File: config.mk
export PLATFORM = sky130hd
export DESIGN_NAME = fifo_wr_arb_flat
export DESIGN_NICKNAME = d
export VERILOG_FILES = /design/src/rtl/fifo_wr_arb_if.sv /design/src/rtl/fifo_wr_arb.sv /design/src/flat_wrapper.sv
export SDC_FILE = /design/constraint.sdc
export NUM_CORES = 1
export LEC_CHECK = 0
export BUFFER_PORTS_ARGS = -buffer_cell sky130_fd_sc_hd__buf_2
export CAP_MARGIN = 10
export CORE_AREA = 4 4 41 43
export CTS_BUF_LIST = sky130_fd_sc_hd__clkbuf_8 sky130_fd_sc_hd__clkbuf_16
export CTS_CLUSTER_DIAMETER = 40
export CTS_CLUSTER_SIZE = 8
export DETAILED_ROUTE_END_ITERATION = 10
export DIE_AREA = 0 0 45 47
export PLACE_DENSITY = 0.71
export SLEW_MARGIN = 20
export SYNTH_ARGS = -nofsm -noshare
export SYNTH_HDL_FRONTEND = slang
export SYNTH_SLANG_ARGS = --single-unit
File: constraint.sdc
create_clock -name w_clk -period 1.81 [get_ports w_clk]
set_input_delay 0.362 -clock w_clk [delete_from_list [all_inputs] [get_ports w_clk]]
set_output_delay 0.362 -clock w_clk [all_outputs]
set_load 0.02 [all_outputs]
File: src/rtl/fifo_wr_arb_if.sv
// Shared write-port bundle between the requesters, the FIFO write side and fifo_wr_arb.
// The arbiter side uses modport master; the requester/FIFO side uses modport slave.
interface fifo_wr_arb_if #(
  parameter int NUM_REQ    = 2,
  parameter int DATA_WIDTH = 8
);
  logic [NUM_REQ-1:0]            req_valid;
  logic [NUM_REQ*DATA_WIDTH-1:0] req_data;
  logic [NUM_REQ-1:0]            req_last;
  logic [NUM_REQ-1:0]            req_ready;
  logic                          w_full;
  logic                          w_inc;
  logic [DATA_WIDTH-1:0]         w_wdata;
  logic [NUM_REQ-1:0]            gnt;
  logic                          busy;

  modport master (
    input  req_valid, req_data, req_last, w_full,
    output req_ready, w_inc, w_wdata, gnt, busy
  );

  modport slave (
    output req_valid, req_data, req_last, w_full,
    input  req_ready, w_inc, w_wdata, gnt, busy
  );
endinterface

File: src/rtl/fifo_wr_arb.sv
// Round-robin, packet-locking arbiter for the async FIFO write port (w_clk domain).
// Optional FIFO_ARB_MAXBURST_EN caps each grant at MAX_BURST beats.
module fifo_wr_arb #(
  parameter int NUM_REQ    = 2,
  parameter int DATA_WIDTH = 8,
  parameter int MAX_BURST  = 4
) (
  input  logic          w_clk,
  input  logic          w_rstn,
  fifo_wr_arb_if.master bus
);

  typedef enum logic {
    IDLE = 1'b0,
    LOCK = 1'b1
  } state_t;

  genvar gi;

  generate
    if (NUM_REQ < 2 || NUM_REQ > 8) begin : g_bad_num_req
      $error("fifo_wr_arb: NUM_REQ must be in 2..8");
    end
    if (MAX_BURST < 1 || MAX_BURST > 255) begin : g_bad_max_burst
      $error("fifo_wr_arb: MAX_BURST must be in 1..255");
    end
  endgenerate

  state_t             state_reg;
  logic [NUM_REQ-1:0] gnt_reg;
  logic               busy_reg;
  // Round-robin pointer kept one-hot: bit i set means search starts at requester i.
  logic [NUM_REQ-1:0] rr_ptr_reg;
  logic [7:0]         beat_cnt_reg;

  logic [NUM_REQ-1:0] prio_mask;
  logic [NUM_REQ-1:0] masked_req;
  logic [NUM_REQ-1:0] masked_low;
  logic [NUM_REQ-1:0] any_low;
  logic [NUM_REQ-1:0] win_oh;
  logic [NUM_REQ-1:0] rr_ptr_next;

  logic [DATA_WIDTH-1:0] data_terms [NUM_REQ];
  logic [DATA_WIDTH-1:0] data_chain [NUM_REQ+1];
  logic [DATA_WIDTH-1:0] sel_data;
  logic                  sel_valid;
  logic                  sel_last;
  logic                  in_lock;
  logic                  accept;
  logic                  burst_hit;
  logic                  rel_now;
  logic [7:0]            beat_cnt_inc;

  // Requesters at or above the pointer get first pick; wrap to the lowest valid otherwise.
  assign prio_mask  = ~(rr_ptr_reg - NUM_REQ'(1));
  assign masked_req = bus.req_valid & prio_mask;
  assign masked_low = masked_req & (~masked_req + NUM_REQ'(1));
  assign any_low    = bus.req_valid & (~bus.req_valid + NUM_REQ'(1));
  assign win_oh     = (|masked_req) ? masked_low : any_low;

  assign rr_ptr_next = {gnt_reg[NUM_REQ-2:0], gnt_reg[NUM_REQ-1]};

  assign data_chain[0] = '0;
  generate
    for (gi = 0; gi < NUM_REQ; gi++) begin : g_data_mux
      assign data_terms[gi]   = bus.req_data[gi*DATA_WIDTH +: DATA_WIDTH] & {DATA_WIDTH{gnt_reg[gi]}};
      assign data_chain[gi+1] = data_chain[gi] | data_terms[gi];
    end
  endgenerate

  assign sel_data  = data_chain[NUM_REQ];
  assign sel_valid = |(bus.req_valid & gnt_reg);
  assign sel_last  = |(bus.req_last & gnt_reg);

  assign in_lock      = (state_reg == LOCK);
  assign accept       = in_lock && sel_valid && !bus.w_full;
  assign beat_cnt_inc = beat_cnt_reg + 8'd1;

`ifdef FIFO_ARB_MAXBURST_EN
  assign burst_hit = (beat_cnt_inc == 8'(MAX_BURST));
`else
  assign burst_hit = 1'b0;
`endif

  assign rel_now = accept && (sel_last || burst_hit);

  always_ff @(posedge w_clk or negedge w_rstn) begin
    if (!w_rstn) begin
      state_reg    <= IDLE;
      gnt_reg      <= '0;
      busy_reg     <= 1'b0;
      rr_ptr_reg   <= NUM_REQ'(1);
      beat_cnt_reg <= 8'd0;
    end else begin
      case (state_reg)
        IDLE: begin
          if (|bus.req_valid) begin
            gnt_reg   <= win_oh;
            busy_reg  <= 1'b1;
            state_reg <= LOCK;
          end
        end
        LOCK: begin
          if (rel_now) begin
            gnt_reg      <= '0;
            busy_reg     <= 1'b0;
            rr_ptr_reg   <= rr_ptr_next;
            beat_cnt_reg <= 8'd0;
            state_reg    <= IDLE;
          end else if (accept) begin
            beat_cnt_reg <= beat_cnt_inc;
          end
        end
        default: begin
          gnt_reg   <= '0;
          busy_reg  <= 1'b0;
          state_reg <= IDLE;
        end
      endcase
    end
  end

  // Write lands in the FIFO on the same edge the beat is accepted.
  assign bus.w_inc     = accept;
  assign bus.w_wdata   = accept ? sel_data : '0;
  assign bus.req_ready = (in_lock && !bus.w_full) ? gnt_reg : '0;
  assign bus.gnt       = gnt_reg;
  assign bus.busy      = busy_reg;

endmodule
File: src/flat_wrapper.sv
// flat-port wrapper written by rule: the top's interface ports become plain ports
module fifo_wr_arb_flat 
#(
  parameter int NUM_REQ    = 2,
  parameter int DATA_WIDTH = 8,
  parameter int MAX_BURST  = 4
)
  (w_clk, w_rstn, bus_req_valid, bus_req_data, bus_req_last, bus_w_full, bus_req_ready, bus_w_inc, bus_w_wdata, bus_gnt, bus_busy);
  fifo_wr_arb_if #(.NUM_REQ(NUM_REQ), .DATA_WIDTH(DATA_WIDTH)) bus_i ();
  input  logic w_clk;
  input  logic w_rstn;
  input wire logic [$bits(bus_i.req_valid)-1:0] bus_req_valid;
  input wire logic [$bits(bus_i.req_data)-1:0] bus_req_data;
  input wire logic [$bits(bus_i.req_last)-1:0] bus_req_last;
  input wire logic [$bits(bus_i.w_full)-1:0] bus_w_full;
  output wire logic [$bits(bus_i.req_ready)-1:0] bus_req_ready;
  output wire logic [$bits(bus_i.w_inc)-1:0] bus_w_inc;
  output wire logic [$bits(bus_i.w_wdata)-1:0] bus_w_wdata;
  output wire logic [$bits(bus_i.gnt)-1:0] bus_gnt;
  output wire logic [$bits(bus_i.busy)-1:0] bus_busy;
  assign bus_i.req_valid = bus_req_valid;
  assign bus_i.req_data = bus_req_data;
  assign bus_i.req_last = bus_req_last;
  assign bus_i.w_full = bus_w_full;
  assign bus_req_ready = bus_i.req_ready;
  assign bus_w_inc = bus_i.w_inc;
  assign bus_w_wdata = bus_i.w_wdata;
  assign bus_gnt = bus_i.gnt;
  assign bus_busy = bus_i.busy;
  fifo_wr_arb #(.NUM_REQ(NUM_REQ), .DATA_WIDTH(DATA_WIDTH), .MAX_BURST(MAX_BURST)) u_core (.w_clk(w_clk), .w_rstn(w_rstn), .bus(bus_i));
endmodule
==> impl_metrics.toml <==
[worst_setup_path]
worstPathRequired_ps = 1450
path_max_fanout = 9
critPathSlowestCell = "dfrtp_1"
start_kind = "register"
r2r_slack_ps = 460
r2r_start = "u_core.bus.gnt[0]"
worstPathArrival_ps = 1270
cp-startpoint = "u_core.in_lock"
max_stage_delay_ps = 420
r2r-end = "u_core.rr_ptr_reg[1]"
worstSetupPathType = "reg -> out"
reg2reg_depth = 4
setup.worst_path.end_class = "primary output"
crit_chain = "and2b_4 > nand2_2 > nor2_1 > buf_2"

[routing]
wl_per_cell_um = 12.5
via_per_inst = 5.04
routed_wl_um = 1270
drc = 0
initialDrtViolationCount = 10
vias = 514
antenna_left = 0
firstDrtPassIters = 4

[grt]
grtUsageTotal = 0.126
overflow = 0
grt_pass1_vias = 449
antenna_found_initial = 0
grt_max_degree = 14
grt_pass1_wl_um = 1910

[die]
dieArea_um2 = 2120
core_area_um2 = 1300
die_w_um = 45
die_height_um = 47
pin_count = 37
num_rows = 13
start_util = 0.327

[layout]
diodes = 0
drive_above_1_share = 0.552
multi_input_area_um2 = 262
final_cell_mix = "buf_2, nor2_1, a22oi_1"
syn2layout_area_growth_pct = 62.1
fillers = 127
layout_commonest_cell = "buf_2"
fin_nets = 111
regArea_um2 = 151
final_util = 0.530

[clocking]
cts.clk_slew.worst_paths_ps = 40
cts_max_level = 1
cts-buffers-inserted = 3
clock-sinks = 6
cts_buffer_depth = 2
post_cts_buffers = 0
cts_tree = "built"
clkLatencyLatePin_ps = 220
ctsRootBufferMaster = "clkbuf_8"

[run]
drv_cap = 0

[synthesis]
syn-instance-count = 46
synth_nets = 69
ys_seq_elements = 6
ys_types = 19
synth_warnings = 0
netlist_area_um2 = 425
avgSynthCellArea_um2 = 9.25
synth_seq_area_share = 0.356

[power]
leakage_nw = 0.378
ir_drop_uv = 776
p_per_area_nw_per_um2 = 1480

[sta]
finClkSkew_ps = 2.84
rsz0062_at_grt = "no"
hold_viol = 0
worst_slew_pin_slew_ps = 186
slew_violations = 0
slew_headroom = 0.876
final-setup-viol-count = 0
hold_slack_ps = 472
fmax_ghz = 0.611
tns_ps = 0
period_minus_slack_ps = 1640
final.period_utilization = 0.904

[worst_hold_path]
whs_endpoint = "u_core.bus.busy"
hold_path_depth = 1
hp-start = "u_core.bus.busy"
hp-class = "reg -> reg"

[status]
outcome = "complete, no violations"

[placed_design]
port-buffer-count = 36
dp_hpwl_um = 995
gp_congestion = 0.745
[cell usage after synthesis (all sizes together)]
cell type | instances | area share
a21o | 2 | 0.035
a22o | 2 | 0.044
a22oi | 8 | 0.14
a32o | 2 | 0.047
and2 | 2 | 0.029
and2b | 3 | 0.059
clkbuf | 2 | 0.018
dfrtp | 5 | 0.29
dfstp | 1 | 0.062
inv | 2 | 0.018
mux2 | 2 | 0.071
nand2 | 1 | 0.0088
nand3 | 1 | 0.041
nand3b | 1 | 0.018
nor2 | 10 | 0.088
o21ai | 1 | 0.012
or2 | 1 | 0.015
[cell families (layout without fill, tap and decap cells)]
family | Yosys count | in the layout | share of synthesized area
and+or+nand+nor | 19 | 19 | 0.259
buffers and inverters | 4 | 45 | 0.0353
AOI/OAI and AO/OA | 15 | 15 | 0.279
DFF | 6 | 6 | 0.356
muxes | 2 | 2 | 0.0706
[critical path, delay by kind of cell, from the launching register on]
kind / cells / cell delay (ps)
buffers and inverters: 1 / 170
DFF: 1 / 420
and+or+nand+nor: 3 / 450
[cell type report]
type                       instances  share of cell area
sequential                         6               0.220
clock buffer                       3              0.0599
timing repair buffer              39               0.298
clock inverter                     1             0.00544
tap                               15              0.0272
multi-input combinational         36               0.379
inverter                           2              0.0109
[how the worst max path moves through the flow]
| stage | cells past startpoint | to | slack, ps |
|---|---|---|---|
| 6_report | 4 | bus_w_wdata[1] | 170 |
| 4_1_cts | 4 | bus_w_wdata[1] | 90 |
| 3_3_place_gp | 5 | bus_w_wdata[2] | 240 |
| 2_1_floorplan | 3 | bus_w_wdata[0] | 260 |
| 5_1_grt | 4 | bus_w_wdata[4] | 70 |
| 3_5_place_dp | 5 | bus_w_wdata[1] | 230 |
[where the power goes]
part	internal, mW	switching [mW]
logic	0.255	0.308
registers	0.202	0.0453
clock network	0.146	0.0632
[through the flow]
stage          area (um^2)  power, mW  setup WS, ps  cells
2_1_floorplan          425      0.632           256     46
3_3_place_gp           632      0.804           237     97
3_5_place_dp           632      0.811           229     97
4_1_cts                687       1.02          91.2    102
5_1_grt                689       1.10          73.0    102
6_report               689       1.02           174    102
[what timing repair did]
action                     CTS  global route
setup endpoints to repair    0             6
hold endpoints to repair     5             0
hold buffers                 1             0
resized for setup            0             1
[metal layers]
metal	share of wire	track usage	up-vias
met2	0.41	0.192	37
met3	0.18	0.0460	4
met1	0.39	0.153	223
met4	0.016	0.0702	0
met5	0	0	-
li1	-	-	250
No activity file was read; power rests on OpenSTA's default activity.
